**config.mk**
```make
export PLATFORM = sky130hd
export DESIGN_NAME = alu_decode_stage
export DESIGN_NICKNAME = d
export VERILOG_FILES = /design/src/rtl/alu_pkg.sv /design/src/rtl/alu_ctrl_decode.sv /design/src/rtl/alu_decode_stage.sv
export SDC_FILE = /design/constraint.sdc
export NUM_CORES = 1
export LEC_CHECK = 0
export BUFFER_PORTS_ARGS = -buffer_cell sky130_fd_sc_hd__buf_4
export CORE_MARGIN = 2
export CORE_UTILIZATION = 30
export CTS_CLUSTER_DIAMETER = 60
export DETAILED_ROUTE_END_ITERATION = 10
export MAX_ROUTING_LAYER = met4
export PLACE_DENSITY = 0.46
export SYNTH_ARGS = -nofsm -noshare
export SYNTH_HDL_FRONTEND = slang
export SYNTH_SLANG_ARGS = --single-unit
export TNS_END_PERCENT = 5
```
**constraint.sdc**
```tcl
create_clock -name clk -period 4.9 [get_ports clk]
set_input_delay 0.245 -clock clk [delete_from_list [all_inputs] [get_ports clk]]
set_output_delay 0.245 -clock clk [all_outputs]
set_load 0.03 [all_outputs]
```
**src/rtl/alu_pkg.sv**
```systemverilog
// rtl/alu_pkg.sv - ALUControl codes, ALUOp and funct3 constants shared by the decode stage
package alu_pkg;

    localparam logic [2:0] ALU_ADD = 3'b000;
    localparam logic [2:0] ALU_SUB = 3'b001;
    localparam logic [2:0] ALU_AND = 3'b010;
    localparam logic [2:0] ALU_XOR = 3'b011;
    localparam logic [2:0] ALU_SLT = 3'b101;
    localparam logic [2:0] ALU_NOP = 3'b111;

    localparam logic [1:0] ALUOP_ADD   = 2'b00;
    localparam logic [1:0] ALUOP_SUB   = 2'b01;
    localparam logic [1:0] ALUOP_FUNCT = 2'b10;

    localparam logic [2:0] F3_ADDSUB = 3'b000;
    localparam logic [2:0] F3_SLT    = 3'b010;
    localparam logic [2:0] F3_XOR    = 3'b100;
    localparam logic [2:0] F3_AND    = 3'b111;

endpackage

```
**src/rtl/alu_ctrl_decode.sv**
```systemverilog
// rtl/alu_ctrl_decode.sv - combinational ALUOp/funct3/funct7 to ALUControl decoder
module alu_ctrl_decode
    import alu_pkg::*;
(
    input  logic [1:0] i_alu_op,
    input  logic [2:0] i_funct3,
    input  logic       i_funct7b5,
    input  logic       i_op5,
    output logic [2:0] o_alu_control,
    output logic       o_illegal
);

    always_comb begin
        o_alu_control = ALU_NOP;
        o_illegal     = 1'b0;
        case (i_alu_op)
            ALUOP_ADD: o_alu_control = ALU_ADD;
            ALUOP_SUB: o_alu_control = ALU_SUB;
            ALUOP_FUNCT: begin
                case (i_funct3)
                    // Only R-type with bit 30 set is a subtract; addi never is.
                    F3_ADDSUB: o_alu_control = ({i_op5, i_funct7b5} == 2'b11) ? ALU_SUB : ALU_ADD;
                    F3_SLT:    o_alu_control = ALU_SLT;
                    F3_XOR:    o_alu_control = ALU_XOR;
                    F3_AND:    o_alu_control = ALU_AND;
                    default:   o_illegal     = 1'b1;
                endcase
            end
            default: o_illegal = 1'b1;
        endcase
    end

endmodule

```
**src/rtl/alu_decode_stage.sv**
```systemverilog
// rtl/alu_decode_stage.sv - decode stage with 2-entry skid buffer feeding the ALU
module alu_decode_stage
    import alu_pkg::*;
#(
    parameter int WIDTH = 32,
    parameter int CNT_W = 8
) (
    input  logic             clk,
    input  logic             reset,
    input  logic             flush,
    input  logic             in_valid,
    output logic             in_ready,
    input  logic [1:0]       in_alu_op,
    input  logic [2:0]       in_funct3,
    input  logic             in_funct7b5,
    input  logic             in_op5,
    input  logic [WIDTH-1:0] in_a,
    input  logic [WIDTH-1:0] in_b,
    output logic             out_valid,
    input  logic             out_ready,
    output logic [2:0]       out_alu_control,
    output logic [WIDTH-1:0] out_a,
    output logic [WIDTH-1:0] out_b,
    output logic             out_illegal,
    output logic [CNT_W-1:0] illegal_count
);

    logic [2:0]       w_dec_ctrl;
    logic             w_dec_ill;
    logic             w_in_xfer;
    logic             w_m_free;

    logic             r_m_valid;
    logic [2:0]       r_m_ctrl;
    logic             r_m_ill;
    logic [WIDTH-1:0] r_m_a;
    logic [WIDTH-1:0] r_m_b;

    logic             r_s_valid;
    logic [2:0]       r_s_ctrl;
    logic             r_s_ill;
    logic [WIDTH-1:0] r_s_a;
    logic [WIDTH-1:0] r_s_b;

    logic [CNT_W-1:0] r_cnt;

    alu_ctrl_decode u_dec (
        .i_alu_op      (in_alu_op),
        .i_funct3      (in_funct3),
        .i_funct7b5    (in_funct7b5),
        .i_op5         (in_op5),
        .o_alu_control (w_dec_ctrl),
        .o_illegal     (w_dec_ill)
    );

    // Ready depends only on the skid flag, so out_ready never reaches in_ready.
    assign in_ready  = !r_s_valid;
    assign w_in_xfer = in_valid && !r_s_valid;
    assign w_m_free  = !r_m_valid || out_ready;

    always_ff @(posedge clk or posedge reset) begin
        if (reset) begin
            r_m_valid <= 1'b0;
            r_m_ctrl  <= '0;
            r_m_ill   <= 1'b0;
            r_m_a     <= '0;
            r_m_b     <= '0;
            r_s_valid <= 1'b0;
            r_s_ctrl  <= '0;
            r_s_ill   <= 1'b0;
            r_s_a     <= '0;
            r_s_b     <= '0;
        end else if (flush) begin
            r_m_valid <= 1'b0;
            r_s_valid <= 1'b0;
        end else if (w_m_free) begin
            // S full implies in_ready low, so no input competes with the S->M move.
            if (r_s_valid) begin
                r_m_valid <= 1'b1;
                r_m_ctrl  <= r_s_ctrl;
                r_m_ill   <= r_s_ill;
                r_m_a     <= r_s_a;
                r_m_b     <= r_s_b;
                r_s_valid <= 1'b0;
            end else if (w_in_xfer) begin
                r_m_valid <= 1'b1;
                r_m_ctrl  <= w_dec_ctrl;
                r_m_ill   <= w_dec_ill;
                r_m_a     <= in_a;
                r_m_b     <= in_b;
            end else begin
                r_m_valid <= 1'b0;
            end
        end else if (w_in_xfer) begin
            r_s_valid <= 1'b1;
            r_s_ctrl  <= w_dec_ctrl;
            r_s_ill   <= w_dec_ill;
            r_s_a     <= in_a;
            r_s_b     <= in_b;
        end
    end

    always_ff @(posedge clk or posedge reset) begin
        if (reset) begin
            r_cnt <= '0;
        end else if (w_in_xfer && w_dec_ill && (r_cnt != {CNT_W{1'b1}})) begin
            r_cnt <= r_cnt + 1'b1;
        end
    end

    assign out_valid       = r_m_valid;
    assign out_alu_control = r_m_ctrl;
    assign out_illegal     = r_m_ill;
    assign out_a           = r_m_a;
    assign out_b           = r_m_b;
    assign illegal_count   = r_cnt;

endmodule

```
# [Word level (Yosys, flattened, before mapping)]
# Index checks and enable logic that the tools add are counted.
[totals] reg_bits=146 input_bits=76 output_inout_bits=78 word_cells=56
[classes] addsub=1 eq_ne=7 mux=20 bitwise_logic=2 reduce_logical=15
[op_table] cell="two-way mux 32 bit" count=4
[op_table] cell="one-hot mux 3 bit (4 select lines)" count=1
[op_table] cell="two-way mux 1 bit" count=11
[op_table] cell="one-hot mux 3 bit (3 select lines)" count=1
[op_table] cell="adder 8 x 1 -> 8 bit (second input constant)" count=1
[op_table] cell="inequality test 8 bit (second input constant)" count=1
[op_table] cell="equality test 3 bit (second input constant)" count=2
[op_table] cell="two-way mux 3 bit" count=2
[op_table] cell="AND reduction 3 bit" count=2
[op_table] cell="equality test 2 bit (second input constant)" count=2
[op_table] cell="nonzero test 2 bit" count=2
[op_table] cell="OR reduction 4 bit" count=1
[op_table] cell="equality test 3 x 2 -> 1 bit (second input constant)" count=1
[op_table] cell="logical AND 1 bit" count=3
[op_table] cell="zero test 3 bit" count=1
[op_table] cell="nonzero test 3 bit" count=1
[op_table] cell="equality test 2 x 1 -> 1 bit (second input constant)" count=1
[op_table] cell="zero test 1 bit" count=2
[op_table] cell="zero test 2 bit" count=1
[op_table] cell="inverter 1 bit" count=2
[op_table] cell="one-hot mux 1 bit (2 select lines)" count=1
[op_table] cell="OR reduction 2 bit" count=1
[op_table] cell="logical OR 1 bit" count=1

# [Depth between registers and ports, before layout]
# Gate-level depths: netlist of the first run.
[logic_depth] ltp_word=6 depth_mapped=7 depth_no_buf=5

# [Hierarchy]
# Synthesis of the first run repeated with hierarchy kept, for this count alone.
[hier_totals] hier_cells=423 area_unflattened_um2=6457.4
[modules_own_cells] mod="alu_decode_stage" n_inst=1 cells_each=415 area_each_um2=6387.4 seq_area_each_um2=3653.5
[modules_own_cells] mod="alu_ctrl_decode" n_inst=1 cells_each=8 area_each_um2=70.1 seq_area_each_um2=0.0

# [Least setup slack after synthesis of the first run]
# Ideal clock, no wire load.
[synth_path] kind="register -> register" startpoint="register r_cnt[0], in the netlist illegal_count[0]" endpoint="register r_cnt[1], in the netlist illegal_count[1]" setup_ns=0.125 arrival_ns=1.484 required_time_ns=4.775 slack_ns=3.291 path_stages_with_launch=6 n_path_buf=0 period_less_slack_ns=1.609 path_cell_list="dfrtp_1 > ha_1 > nand4_1 > nor2_1 > nor2_1 > mux2_2"
[synth_via] elab_chain_len=2 word_cells_on_any_way=3 cone_classes="1 x add/sub; 1 x eq/ne; 1 x reduce/logical"
[synth_rtl] element="start, declared" line="alu_decode_stage.sv:45" rtl="logic [CNT_W-1:0] r_cnt;"
[synth_rtl] element="start signal, assigned" line="alu_decode_stage.sv:107" rtl="r_cnt <= r_cnt + 1'b1;"
[synth_rtl] element="parallel branches: the longest is 2 deep, another holds adder 8 x 1 -> 8 bit"
# Parallel ways; which one is timed is not known.
# A chain may end at the register's enable or synchronous reset.

# [Worst setup path after layout of the first run]
[layout_path] startpoint="register r_s_valid" endpoint="output in_ready"
[layout_via] elab_chain_len=1
[layout_rtl] element="start, declared" line="alu_decode_stage.sv:39" rtl="logic r_s_valid;"
[layout_rtl] element="start signal, assigned" line="alu_decode_stage.sv:68" rtl="r_s_valid <= 1'b0;"
[layout_rtl] element="start signal, assigned" line="alu_decode_stage.sv:75" rtl="r_s_valid <= 1'b0;"
[layout_rtl] element="start signal, assigned" line="alu_decode_stage.sv:84" rtl="r_s_valid <= 1'b0;"
[layout_rtl] element="zero test 1 bit" line="alu_decode_stage.sv:57" rtl="assign in_ready = !r_s_valid;"
[layout_rtl] element="end, declared" line="alu_decode_stage.sv:12" rtl="output logic in_ready,"
# No other way between the ends.

==> impl_metrics.sql, run 1 <==
INSERT INTO impl_metrics (metric_group, metric, value, unit) VALUES
('place', 'routabilityCongestion', '0.798', ''),
('drt', 'detail_route.first_pass.iterations', '4', ''),
('clock_network', 'cts.sinks', '146', ''),
('clock_network', 'h-tree-depth', '4', ''),
('cells_and_area', 'post_layout_nonfiller_instances', '1063', ''),
('drt', 'wl', '15.5', 'mm'),
('synthesis', 'synth_edf_count', '0', ''),
('cells_and_area', 'most-common-layout-cells', 'sky130_fd_sc_hd__nand2_1 (204), sky130_fd_sc_hd__buf_4 (160), sky130_fd_sc_hd__dfrtp_1 (145)', ''),
('power_and_ir_drop', 'power_frac_comb', '22.5', '%'),
('clock_network', 'cts-hold-fix-buffers', '0', ''),
('global_routing', 'groute.layer.met3.usage', '3.77', '%'),
('critical_path', 'critical_path.max_stage_delay', '0.81', 'ns'),
('place', 'pre_cts_ws', '2.60', 'ns'),
('global_routing', 'met1_track_demand_over_resource_in_global_routing', '18.9', '%'),
('synthesis', 'synth_cell_type_count', '38', ''),
('cells_and_area', 'layout_nets', '860', ''),
('critical_path', 'crit_required', '4.66', 'ns'),
('die', 'die_area', '22100', 'um2'),
('timing', 'grt_setup_unrepaired', 'false', ''),
('place', 'buffer_ports.inserted', '153', ''),
('clock_network', 'clkTransAtPathRegs', '0.06', 'ns'),
('global_routing', 'grt_pass1_vias', '4817', ''),
('timing', 'fin_crit_sh', '52.3', '%'),
('critical_path', 'worstPathArrival', '2.32', 'ns'),
('timing', 'finalHoldViolations', '0', ''),
('synthesis', 'seq_area_frac_synth', '58.2', '%'),
('timing', 'relSlewSlack', '35.2', '%'),
('power_and_ir_drop', 'clock_share_of_power', '33.5', '%'),
('cells_and_area', 'share_of_post_route_cells_with_drive_strength_above_1', '25.6', '%'),
('synthesis', 'post-synth-top-area-fraction', '58.2', '%'),
('cells_and_area', 'layout_commonest_cell', 'sky130_fd_sc_hd__nand2_1', ''),
('die', 'fp.dieH', '149', 'um'),
('drt', 'route.detailed.vias_per_inst', '4.52', ''),
('timing', 'finalWorstSetupSlack', '2.34', 'ns'),
('synthesis', 'synth_area_per_cell', '9.78', 'um2'),
('drt', 'vias', '4805', ''),
('global_routing', 'grt_max_degree', '107', ''),
('global_routing', 'gr-max-usage-layer', 'met2', ''),
('critical_path', 'worst_path_most_repeated_cell', 'sky130_fd_sc_hd__buf_4', ''),
('power_and_ir_drop', 'power.static_leakage', '3.81', 'nW'),
('global_routing', 'global_route.usage.met2', '23.4', '%'),
('place', 'post-dp-hpwl', '10.3', 'mm'),
('synthesis', 'yosysWarnings', '0', ''),
('die', 'core.rowCount', '52', ''),
('critical_path', 'cp_max_fo', '56', ''),
('timing', 'final-max-slew-violation-count', '0', ''),
('critical_path', 'startpoint_type', 'flop', ''),
('min_path', 'holdCritPathClass', 'in -> async', ''),
('place', 'placedCellCount', '1034', ''),
('cells_and_area', 'areaGrowthSynthToFinish', '29.8', '%'),
('critical_path', 'crit_path_cell_trace', 'buf_4 -> inv_1 -> buf_4', ''),
('timing', 'fmax', '390', 'MHz'),
('critical_path', 'slowest_stage', 'sky130_fd_sc_hd__buf_4', ''),
('drt', 'drcViolationCount', '0', ''),
('outcome', 'outcome', 'completed', ''),
('cells_and_area', 'antenna_cells_inserted', '0', ''),
('synthesis', 'yosysTopAreaCell', 'sky130_fd_sc_hd__dfrtp_1', ''),
('die', 'initial_cell_density_of_the_core', '30.8', '%'),
('clock_network', 'cts.repair.resized', '0', ''),
('synthesis', 'synth_flop_cell', 'sky130_fd_sc_hd__dfrtp_1', ''),
('global_routing', 'gr-total-overflow', '0', ''),
('synthesis', 'syn_inst', '642', ''),
('synthesis', 'synth-async-reset-ratio', '100', '%'),
('power_and_ir_drop', 'netSwitchingFraction', '31.3', '%'),
('clock_network', 'tritoncts', 'yes', ''),
('synthesis', 'ys_seq_elements', '146', ''),
('synthesis', 'mappedNetlistNets', '719', ''),
('global_routing', 'overall_global_routing_resource_usage', '14.9', '%'),
('clock_network', 'clock_tree.buffer_depth', '2', ''),
('critical_path', 'end_kind', 'output pin', ''),
('clock_network', 'clockRootBuffer', 'sky130_fd_sc_hd__clkbuf_16', '');
stage by stage:
| step | area (um2) | util (%) | hold slack (ns) | total power [mW] |
|---|---|---|---|---|
| after detailed placement | 7600 | 37.3 | 0.450 | 2.46 |
| after CTS | 8150 | 40.0 | 0.00708 | 3.70 |
| after global placement | 7600 | 37.3 | 0.446 | 2.44 |
| final | 8150 | 40.0 | 0.0252 | 3.65 |
| after floorplan | 6280 | - | 0.308 | 2.11 |
| after global routing | 8150 | 40.0 | 0.0140 | 3.85 |
path summary, 6_finish.rpt:
path / startpoint / endpoint / slack, ns / depth (start not counted)
max: r_s_valid / in_ready / 2.34 / 3
min: reset / out_a[18] / 0.03 / 2
max reg2reg: r_s_valid / illegal_count[7] / 2.63 / 5
min reg2reg: r_s_a[6] / r_s_a[6] / 0.47 / 2
max in group asynchronous: reset / r_s_a[19] / 3.76 / 3
min in group clk: in_a[4] / r_s_a[4] / 0.03 / 3
logic make-up after synthesis:
group	count (synthesis)	synth area share (%)
AND/OR/NAND/NOR	302	19.2
AO/OA/AOI/OAI	79	6.90
flip-flops	146	58.2
buffers and inverters	42	4.01
multiplexers	68	10.9
XOR/XNOR	4	0.558
adder cells (fa/ha/maj)	1	0.199
state kept, by name, indices dropped and copies added, names as in the netlist, 3 cells and up:
| register | cells |
|---|---|
| out_a | 32 |
| out_b | 32 |
| r_s_a | 32 |
| r_s_b | 32 |
| illegal_count | 8 |
| out_alu_control | 3 |
| r_s_ctrl | 3 |
layer usage:
layer | vias to the layer above | wire length (um)
met3 | 16 | 803
met5 | - | 0
met4 | 0 | 208
met2 | 114 | 7200
met1 | 2281 | 7290
li1 | 2394 | -
worst max-delay path: cells and delay by family, from the launching register on:
family / cells / cell delay (ns)
buf+inv: 3 / 1.30
flops: 1 / 0.59
cell usage after synthesis (2+ instances only):
cell type	number
sky130_fd_sc_hd__nor3_1	6
sky130_fd_sc_hd__o311ai_0	2
sky130_fd_sc_hd__o21ai_2	2
sky130_fd_sc_hd__nor2_1	70
sky130_fd_sc_hd__buf_2	27
sky130_fd_sc_hd__clkbuf_1	2
sky130_fd_sc_hd__nand2_1	204
sky130_fd_sc_hd__mux2_2	4
sky130_fd_sc_hd__nor2b_1	2
sky130_fd_sc_hd__mux2i_1	64
sky130_fd_sc_hd__nand2b_1	2
sky130_fd_sc_hd__a31oi_1	3
sky130_fd_sc_hd__inv_1	4
sky130_fd_sc_hd__dfrtp_1	146
sky130_fd_sc_hd__a21oi_1	65
sky130_fd_sc_hd__buf_6	7
sky130_fd_sc_hd__nand3_1	8
sky130_fd_sc_hd__buf_4	2
sky130_fd_sc_hd__xor2_1	3
power groups by stage:
stage                     registers (mW)  logic, mW  clock network, mW
after floorplan                     1.82      0.290                  0
after global placement              1.62      0.820                  0
after detailed placement            1.63      0.830                  0
after CTS                           1.61      0.833               1.26
after global routing                1.64      0.897               1.31
final                               1.61      0.819               1.22
layout make-up:
type	count	area [um2]
inverters	4	20.0
clock inverters	9	82.6
fillers	2023	12200
repair buffers	160	1200
clock buffers	20	467
well taps	270	338
flip-flops and latches	146	3660
multi-input cells	454	2390
No activity file was read; power rests on OpenSTA's default activity.
==> run 2, diff against run 1 <==
--- a/config.mk
+++ b/config.mk
@@ -11,7 +11,7 @@
 export CTS_CLUSTER_DIAMETER = 60
 export DETAILED_ROUTE_END_ITERATION = 10
 export MAX_ROUTING_LAYER = met4
-export PLACE_DENSITY = 0.46
+export PLACE_DENSITY = 0.48
 export SYNTH_ARGS = -nofsm -noshare
 export SYNTH_HDL_FRONTEND = slang
 export SYNTH_SLANG_ARGS = --single-unit
==> constraint.sdc (replaced) <==
create_clock -name clk -period 2.1 [get_ports clk]
set_input_delay 0.105 -clock clk [delete_from_list [all_inputs] [get_ports clk]]
set_output_delay 0.105 -clock clk [all_outputs]
set_load 0.03 [all_outputs]
==> run 2 against run 1 <==
- die area is the same
- worst hold slack gained 0.032 ns
- final cell count grew 7.0%
- sequential power grew 130%
- largest cell class unchanged
- sequential share of layout area shrank 4.0 points
- core utilization grew 3.9 points
- critical endpoint unchanged
- via count grew 5.5%
==> impl_metrics.sql, run 2 (same netlist as run 1, synthesis figures left out) <==
INSERT INTO impl_metrics (metric_group, metric, value, unit) VALUES
('clock_network', 'clkTransAtPathRegs', '0.06', 'ns'),
('die', 'initial_cell_density_of_the_core', '30.8', '%'),
('die', 'fp.dieH', '149', 'um'),
('power_and_ir_drop', 'totalPowerFinal', '8.85', 'mW'),
('power_and_ir_drop', 'power.density', '988', 'nW/um2'),
('cells_and_area', 'post_layout_nonfiller_instances', '1137', ''),
('cells_and_area', 'seqCellArea', '3660', 'um2'),
('critical_path', 'startpoint_type', 'flop', ''),
('critical_path', 'path_class', 'reg -> out', ''),
('power_and_ir_drop', 'switchingPower', '2.72', 'mW'),
('power_and_ir_drop', 'ir_drop', '0.000495', 'V'),
('clock_network', 'h-tree-depth', '4', ''),
('timing', 'report.final.setup_viol', '0', ''),
('critical_path', 'critical_path.max_stage_delay', '0.44', 'ns'),
('cells_and_area', 'design_area', '8950', 'um2'),
('drt', 'drcViolationCount', '0', ''),
('global_routing', 'overall_global_routing_resource_usage', '15.7', '%'),
('power_and_ir_drop', 'cellInternalPower', '6.13', 'mW'),
('global_routing', 'grt_pass1_wl', '26.8', 'mm'),
('outcome', 'outcome', 'completed', ''),
('cells_and_area', 'antenna_cells_inserted', '0', ''),
('clock_network', 'clock_tree.buffer_depth', '2', ''),
('die', 'top_level_ports', '154', ''),
('timing', 'fmax', '572', 'MHz'),
('min_path', 'holdCritPathClass', 'in -> reg', ''),
('power_and_ir_drop', 'power_frac_comb', '23.1', '%'),
('clock_network', 'clk-insertion-delay-late', '0.41', 'ns'),
('critical_path', 'end_kind', 'output pin', ''),
('cells_and_area', 'multiInputGateArea', '2390', 'um2'),
('place', 'buffer_ports.inserted', '153', ''),
('die', 'die_w', '149', 'um'),
('cells_and_area', 'share_of_post_route_cells_with_drive_strength_above_1', '24.0', '%'),
('clock_network', 'tritoncts', 'yes', ''),
('place', 'placedCellCount', '1037', ''),
('drt', 'avgRoutedWirePerCell', '14.0', 'um'),
('cells_and_area', 'layout_nets', '931', ''),
('drt', 'detail_route.first_pass.iterations', '4', ''),
('timing', 'relSlewSlack', '49.7', '%'),
('drt', 'detailedRoute.firstIterationViolations', '306', ''),
('drt', 'route.detailed.vias_per_inst', '4.46', ''),
('timing', 'timing.clock.skew', '0.00555', 'ns'),
('cells_and_area', 'most-common-layout-cells', 'sky130_fd_sc_hd__nand2_1 (204), sky130_fd_sc_hd__buf_4 (159), sky130_fd_sc_hd__dfrtp_1 (145)', ''),
('timing', 'grt_setup_unrepaired', 'false', ''),
('die', 'core_region_area', '20400', 'um2'),
('critical_path', 'crit_required', '2.00', 'ns'),
('die', 'die_area', '22100', 'um2'),
('timing', 'fin_crit_sh', '83.3', '%'),
('global_routing', 'antenna_found_initial', '0', ''),
('timing', 'final-max-slew-violation-count', '0', ''),
('critical_path', 'critical_path.reg2reg.startpoint', 'r_s_valid', ''),
('clock_network', 'cts.repair.resized', '0', ''),
('clock_network', 'cts_post_setup_buffers_inserted', '0', ''),
('cells_and_area', 'areaGrowthSynthToFinish', '42.6', '%'),
('timing', 'setup_tns', '0', 'ns'),
('critical_path', 'worstPathArrival', '1.64', 'ns'),
('drt', 'vias', '5071', ''),
('die', 'core.rowCount', '52', ''),
('critical_path', 'cp_max_fo', '25', ''),
('clock_network', 'clockRootBuffer', 'sky130_fd_sc_hd__clkbuf_16', ''),
('clock_network', 'tritoncts.num_buffers', '17', ''),
('global_routing', 'gr-total-overflow', '0', ''),
('timing', 'timing_worst_slew_pin_value', '0.754', 'ns'),
('place', 'placed_cell_area', '7670', 'um2'),
('place', 'post-dp-hpwl', '10.5', 'mm'),
('power_and_ir_drop', 'netSwitchingFraction', '30.7', '%'),
('power_and_ir_drop', 'power.static_leakage', '4.14', 'nW'),
('cells_and_area', 'fillers', '1974', ''),
('power_and_ir_drop', 'clock_share_of_power', '34.6', '%'),
('min_path', 'hold_start', 'in_funct3[0]', ''),
('place', 'routabilityCongestion', '0.711', ''),
('cells_and_area', 'layout_commonest_cell', 'sky130_fd_sc_hd__nand2_1', ''),
('timing', 'fin_crit', '1.75', 'ns'),
('global_routing', 'grt_pass1_vias', '5267', ''),
('critical_path', 'slowest_stage', 'sky130_fd_sc_hd__dfrtp_4', ''),
('timing', 'finalHoldViolations', '0', ''),
('power_and_ir_drop', 'power.sequential.fraction', '42.3', '%'),
('drt', 'wl', '16.0', 'mm'),
('global_routing', 'grt_max_degree', '83', ''),
('critical_path', 'crit_path_cell_trace', 'buf_4 -> inv_1 -> buf_4', ''),
('job', 'cap_violations', '0', ''),
('critical_path', 'crit_start', 'r_s_valid', ''),
('critical_path', 'worst_path_most_repeated_cell', 'sky130_fd_sc_hd__buf_4', ''),
('drt', 'postRouteAntennaNets', '0', ''),
('clock_network', 'cts.sinks', '146', '');
[run 2: routing by layer]
metal	GRT usage (%)	vias to the layer above	routed length (um)
li1	-	2533	-
met3	3.31	14	727
met1	20.0	2425	7320
met5	-	-	0
met2	25.2	99	7710
met4	5.00	0	209
[run 2: final timing paths]
check,to,slack [ns],depth (start not counted)
max in group asynchronous,out_a[0],1.05,4
hold reg to reg,r_s_b[28],0.47,2
min in group asynchronous,r_s_b[3],0.31,3
hold / removal,r_s_ctrl[1],0.06,3
setup reg to reg,r_s_b[18],0.38,5
setup / recovery,in_ready,0.35,3
[run 2: timing repair]
item                                    in CTS  in global routing
endpoints found under the setup margin       0                  0
endpoints found under the hold margin      121                  0
hold buffers                                68                  0
[run 2: final cells by class]
type                       instances  share of cell area (%)
sequential                       146                    40.8
multi-input combinational        454                    26.6
timing repair buffer             231                    21.8
clock buffer                      23                    5.56
tap                              270                    3.77
clock inverter                     9                    1.15
inverter                           4                   0.210
[run 2: power groups by stage]
stage	sequential, mW	combinational (mW)	clock, mW
2_1_floorplan	4.25	0.678	0
3_3_place_gp	3.77	1.94	0
3_5_place_dp	3.79	1.98	0
4_1_cts	3.75	2.08	3.18
5_1_grt	3.83	2.25	3.30
6_report	3.74	2.05	3.06
[run 2: through the flow]
stage | utilization (%) | hold WS, ns | setup WS, ns
after floorplan | - | 0.168 | 0.162
after global placement | 37.7 | 0.194 | 0.415
after detailed placement | 37.7 | 0.211 | 0.369
after CTS | 44.0 | 0.0438 | 0.304
after global routing | 44.0 | 0.0651 | 0.241
final | 44.0 | 0.0569 | 0.351
[run 2: critical path: cells and delay by family, from the launching register on]
| family | cells | cell delay (ns) |
|---|---|---|
| buffers and inverters | 3 | 0.78 |
| flip-flops | 1 | 0.44 |
==> run 3, diff against run 2 <==
--- a/config.mk
+++ b/config.mk
@@ -5,6 +5,7 @@
 export SDC_FILE = /design/constraint.sdc
 export NUM_CORES = 1
 export LEC_CHECK = 0
+export ABC_AREA = 1
 export BUFFER_PORTS_ARGS = -buffer_cell sky130_fd_sc_hd__buf_4
 export CORE_MARGIN = 2
 export CORE_UTILIZATION = 30
==> constraint.sdc (replaced) <==
create_clock -name clk -period 1.51 [get_ports clk]
set_input_delay 0.0755 -clock clk [delete_from_list [all_inputs] [get_ports clk]]
set_output_delay 0.0755 -clock clk [all_outputs]
set_load 0.03 [all_outputs]
==> run 3 against run 2 <==
- synthesized area up 2.1%
- sequential share of layout area down 1.5 points
- first-iteration DRC count down 5.2%
- final cell count up 12%
- die area up 2.1%
- sequential power up 39%
- via count up 11%
- worst setup slack worse by 0.26 ns
- combinational power up 42%
- clock power up 52%
==> impl_metrics.sql, run 3 <==
INSERT INTO impl_metrics (metric_group, metric, value, unit) VALUES
('drt', 'avgRoutedWirePerCell', '13.7', 'um'),
('timing', 'timing.clock.skew', '0.00710', 'ns'),
('die', 'core_region_area', '21000', 'um2'),
('synthesis', 'synth_area_per_cell', '8.32', 'um2'),
('place', 'placedCellCount', '1174', ''),
('timing', 'relSlewSlack', '69.7', '%'),
('min_path', 'hold_start', 'in_alu_op[0]', ''),
('synthesis', 'yosysTopAreaCell', 'sky130_fd_sc_hd__dfrtp_1', ''),
('drt', 'postRouteAntennaNets', '0', ''),
('drt', 'detailedRoute.firstIterationViolations', '290', ''),
('power_and_ir_drop', 'power.sequential.fraction', '40.8', '%'),
('place', 'buffer_ports.inserted', '153', ''),
('min_path', 'holdCritPathClass', 'in -> reg', ''),
('die', 'top_level_ports', '154', ''),
('power_and_ir_drop', 'totalPowerFinal', '12.8', 'mW'),
('clock_network', 'tritoncts', 'yes', ''),
('drt', 'detail_route.first_pass.iterations', '4', ''),
('drt', 'wl', '17.5', 'mm'),
('synthesis', 'yosys.area_share.simple', '28.9', '%'),
('clock_network', 'cts.sinks', '146', ''),
('drt', 'route.detailed.vias_per_inst', '4.40', ''),
('power_and_ir_drop', 'power.static_leakage', '4.81', 'nW'),
('die', 'fp.dieH', '150', 'um'),
('critical_path', 'worstPathArrival', '1.35', 'ns'),
('min_path', 'min_to', 'r_s_ctrl[0]', ''),
('synthesis', 'synth_common_cells', 'sky130_fd_sc_hd__nand2_1 (319), sky130_fd_sc_hd__dfrtp_1 (146), sky130_fd_sc_hd__nor2_1 (141), sky130_fd_sc_hd__o31ai_1 (64)', ''),
('power_and_ir_drop', 'power_frac_comb', '22.9', '%'),
('synthesis', 'synth-async-reset-ratio', '100', '%'),
('critical_path', 'regToRegSetupSlack', '0.10', 'ns'),
('place', 'post-dp-hpwl', '10.9', 'mm'),
('critical_path', 'cp_max_fo', '19', ''),
('synthesis', 'yosysWarnings', '0', ''),
('timing', 'report.final.setup_viol', '0', ''),
('critical_path', 'critical_path.max_stage_delay', '0.43', 'ns'),
('critical_path', 'ff2ff_path_depth', '7', ''),
('cells_and_area', 'post_layout_nonfiller_instances', '1275', ''),
('synthesis', 'seq_area_frac_synth', '57.0', '%'),
('power_and_ir_drop', 'power.density', '1370', 'nW/um2'),
('die', 'core.rowCount', '53', ''),
('critical_path', 'crit_required', '1.43', 'ns'),
('synthesis', 'ys_seq_elements', '146', ''),
('synthesis', 'syn_inst', '771', ''),
('clock_network', 'clk-insertion-delay-late', '0.41', 'ns'),
('synthesis', 'dominant_combinational_cell_family_by_area_after_synthesis', 'simple AND/OR/NAND/NOR gates', ''),
('synthesis', 'netlist_area', '6410', 'um2'),
('die', 'initial_cell_density_of_the_core', '30.5', '%'),
('timing', 'timing_worst_slew_pin_value', '0.454', 'ns'),
('drt', 'vias', '5611', ''),
('power_and_ir_drop', 'cellInternalPower', '8.94', 'mW'),
('job', 'cap_violations', '0', ''),
('synthesis', 'main_area_contributors_after_synthesis', 'sky130_fd_sc_hd__dfrtp_1 (57%), sky130_fd_sc_hd__nand2_1 (19%), sky130_fd_sc_hd__nor2_1 (8.3%)', ''),
('die', 'die_area', '22600', 'um2'),
('timing', 'finalHoldViolations', '0', ''),
('timing', 'fin_crit_sh', '94.2', '%'),
('timing', 'grt_setup_unrepaired', 'false', ''),
('die', 'die_w', '150', 'um'),
('synthesis', 'synthAdderAreaFrac', '0.195', '%'),
('synthesis', 'synth-compound-area-share', '8.23', '%'),
('synthesis', 'synthMostInstantiatedCell', 'sky130_fd_sc_hd__nand2_1', ''),
('global_routing', 'gr-total-overflow', '0', ''),
('critical_path', 'startpoint_type', 'flop', ''),
('critical_path', 'reg_to_reg_end', 'illegal_count[4]', ''),
('synthesis', 'synth.area.mux_share', '0', '%'),
('cells_and_area', 'share_of_post_route_cells_with_drive_strength_above_1', '21.2', '%'),
('cells_and_area', 'layout_commonest_cell', 'sky130_fd_sc_hd__nand2_1', ''),
('synthesis', 'synth_cell_type_count', '22', ''),
('critical_path', 'slowest_stage', 'sky130_fd_sc_hd__dfrtp_2', ''),
('power_and_ir_drop', 'clock_share_of_power', '36.4', '%'),
('global_routing', 'grt_pass1_wl', '28.9', 'mm'),
('cells_and_area', 'layout_nets', '1064', ''),
('critical_path', 'end_kind', 'output pin', ''),
('critical_path', 'path_class', 'reg -> out', ''),
('drt', 'drcViolationCount', '0', ''),
('global_routing', 'antenna_found_initial', '1', ''),
('clock_network', 'clockRootBuffer', 'sky130_fd_sc_hd__clkbuf_16', ''),
('global_routing', 'grt_pass1_vias', '5659', ''),
('clock_network', 'clkTransAtPathRegs', '0.06', 'ns'),
('power_and_ir_drop', 'ir_drop', '0.000726', 'V'),
('timing', 'final-max-slew-violation-count', '0', ''),
('clock_network', 'h-tree-depth', '4', ''),
('synthesis', 'post-synth-top-area-fraction', '57.0', '%'),
('cells_and_area', 'most-common-layout-cells', 'sky130_fd_sc_hd__nand2_1 (319), sky130_fd_sc_hd__buf_4 (161), sky130_fd_sc_hd__dfrtp_1 (145)', ''),
('critical_path', 'crit_path_cell_trace', 'inv_4 -> buf_6 -> buf_4', ''),
('clock_network', 'clock_tree.buffer_depth', '2', ''),
('place', 'routabilityCongestion', '0.759', ''),
('power_and_ir_drop', 'netSwitchingFraction', '30.0', '%'),
('synthesis', 'mappedNetlistNets', '848', ''),
('global_routing', 'overall_global_routing_resource_usage', '16.9', '%'),
('clock_network', 'tritoncts.num_buffers', '17', ''),
('critical_path', 'critical_path.reg2reg.startpoint', 'illegal_count[0]', ''),
('synthesis', 'synthXorXnorAreaFrac', '0.410', '%'),
('timing', 'fin_crit', '1.42', 'ns'),
('synthesis', 'synth_flop_cell', 'sky130_fd_sc_hd__dfrtp_1', ''),
('cells_and_area', 'areaGrowthSynthToFinish', '45.0', '%'),
('global_routing', 'grt_max_degree', '68', ''),
('timing', 'fmax', '703', 'MHz'),
('synthesis', 'synth_edf_count', '0', ''),
('min_path', 'timing.hold.worst_path_depth', '3', ''),
('power_and_ir_drop', 'switchingPower', '3.83', 'mW'),
('timing', 'worst_hold_slack', '0.0279', 'ns'),
('outcome', 'outcome', 'completed', '');
[run 3: cell count changes in the layout (fill, tap and decap cells not counted), moves of 3 or more]
cell,before,now
sky130_fd_sc_hd__mux2_2,4,0
sky130_fd_sc_hd__nor3_1,5,0
sky130_fd_sc_hd__nor2_1,70,141
sky130_fd_sc_hd__bufinv_16,2,5
sky130_fd_sc_hd__inv_1,3,17
sky130_fd_sc_hd__clkbuf_8,5,2
sky130_fd_sc_hd__mux2i_1,64,0
sky130_fd_sc_hd__a21oi_1,65,2
sky130_fd_sc_hd__nand3_1,8,20
sky130_fd_sc_hd__buf_12,4,11
sky130_fd_sc_hd__nand2_1,204,319
sky130_fd_sc_hd__o31ai_1,0,64
[run 3: what timing repair did]
action | 4_1_cts | 5_1_grt
hold buffers | 68 | 0
cloned | 0 | 0
gates resized for setup | 1 | 2
setup endpoints to repair | 1 | 8
pin swaps | 0 | 1
setup buffers | 0 | 1
hold endpoints to repair | 142 | 0
[run 3: worst max path at each step]
| stage | to | start | depth (start not counted) |
|---|---|---|---|
| after floorplan | illegal_count[0] | reset | 1 |
| after global placement | illegal_count[7] | illegal_count[0] | 7 |
| after detailed placement | illegal_count[6] | illegal_count[0] | 7 |
| after CTS | illegal_count[6] | illegal_count[0] | 7 |
| after global routing | in_ready | r_s_valid | 3 |
| final | in_ready | r_s_valid | 3 |
[run 3: cell type report]
class                      count  area [um2]
fill                        2110       11700
sequential                   146        3650
multi-input combinational    560        2440
timing repair buffer         242        2130
clock buffer                  21         460
tap                          275         344
clock inverter                10         181
inverter                      20        81.3
antenna                        1        2.50
[run 3: critical path: cells and delay by family (launching register included)]
kind | cells | cell delay (ns)
buf+inv | 3 | 0.49
flops | 1 | 0.43
[run 3: power groups by stage]
stage	Clock (mW)	Sequential (mW)	Combinational, mW
2_1_floorplan	0	5.88	1.01
4_1_cts	4.78	5.22	2.95
5_1_grt	4.96	5.31	3.23
3_3_place_gp	0	5.27	2.77
3_5_place_dp	0	5.27	2.81
6_report	4.64	5.21	2.92
[run 3: cell families (layout without fill, tap and decap cells)]
logic type,count (synthesis),count (layout)
other cells,0,1
flops,146,146
fa+ha+maj,1,1
simple gates,484,484
buf+inv,65,293
xor+xnor,3,3
compound gates,72,72
[run 3: metrics by stage]
| stage | setup TNS, ns | worst slack [ns] | utilization (%) | area (um2) |
|---|---|---|---|---|
| 3_3_place_gp | 0 | 0.0162 | 37.8 | 7950 |
| 5_1_grt | 0 | 0.0131 | 44.2 | 9300 |
| 2_1_floorplan | -58.62 | -0.399 | - | 6420 |
| 3_5_place_dp | 0 | 0.0533 | 37.8 | 7950 |
| 4_1_cts | 0 | 0.0308 | 44.1 | 9280 |
| 6_report | 0 | 0.0875 | 44.2 | 9300 |
[run 3: layer usage]
layer / share of wire [%] / track usage [%] / vias to the layer above
met5: 0 / - / -
met4: 0.83 / 4.29 / 0
met3: 3.9 / 4.12 / 12
met2: 47 / 26.6 / 103
met1: 49 / 22.1 / 2625
li1: - / - / 2871
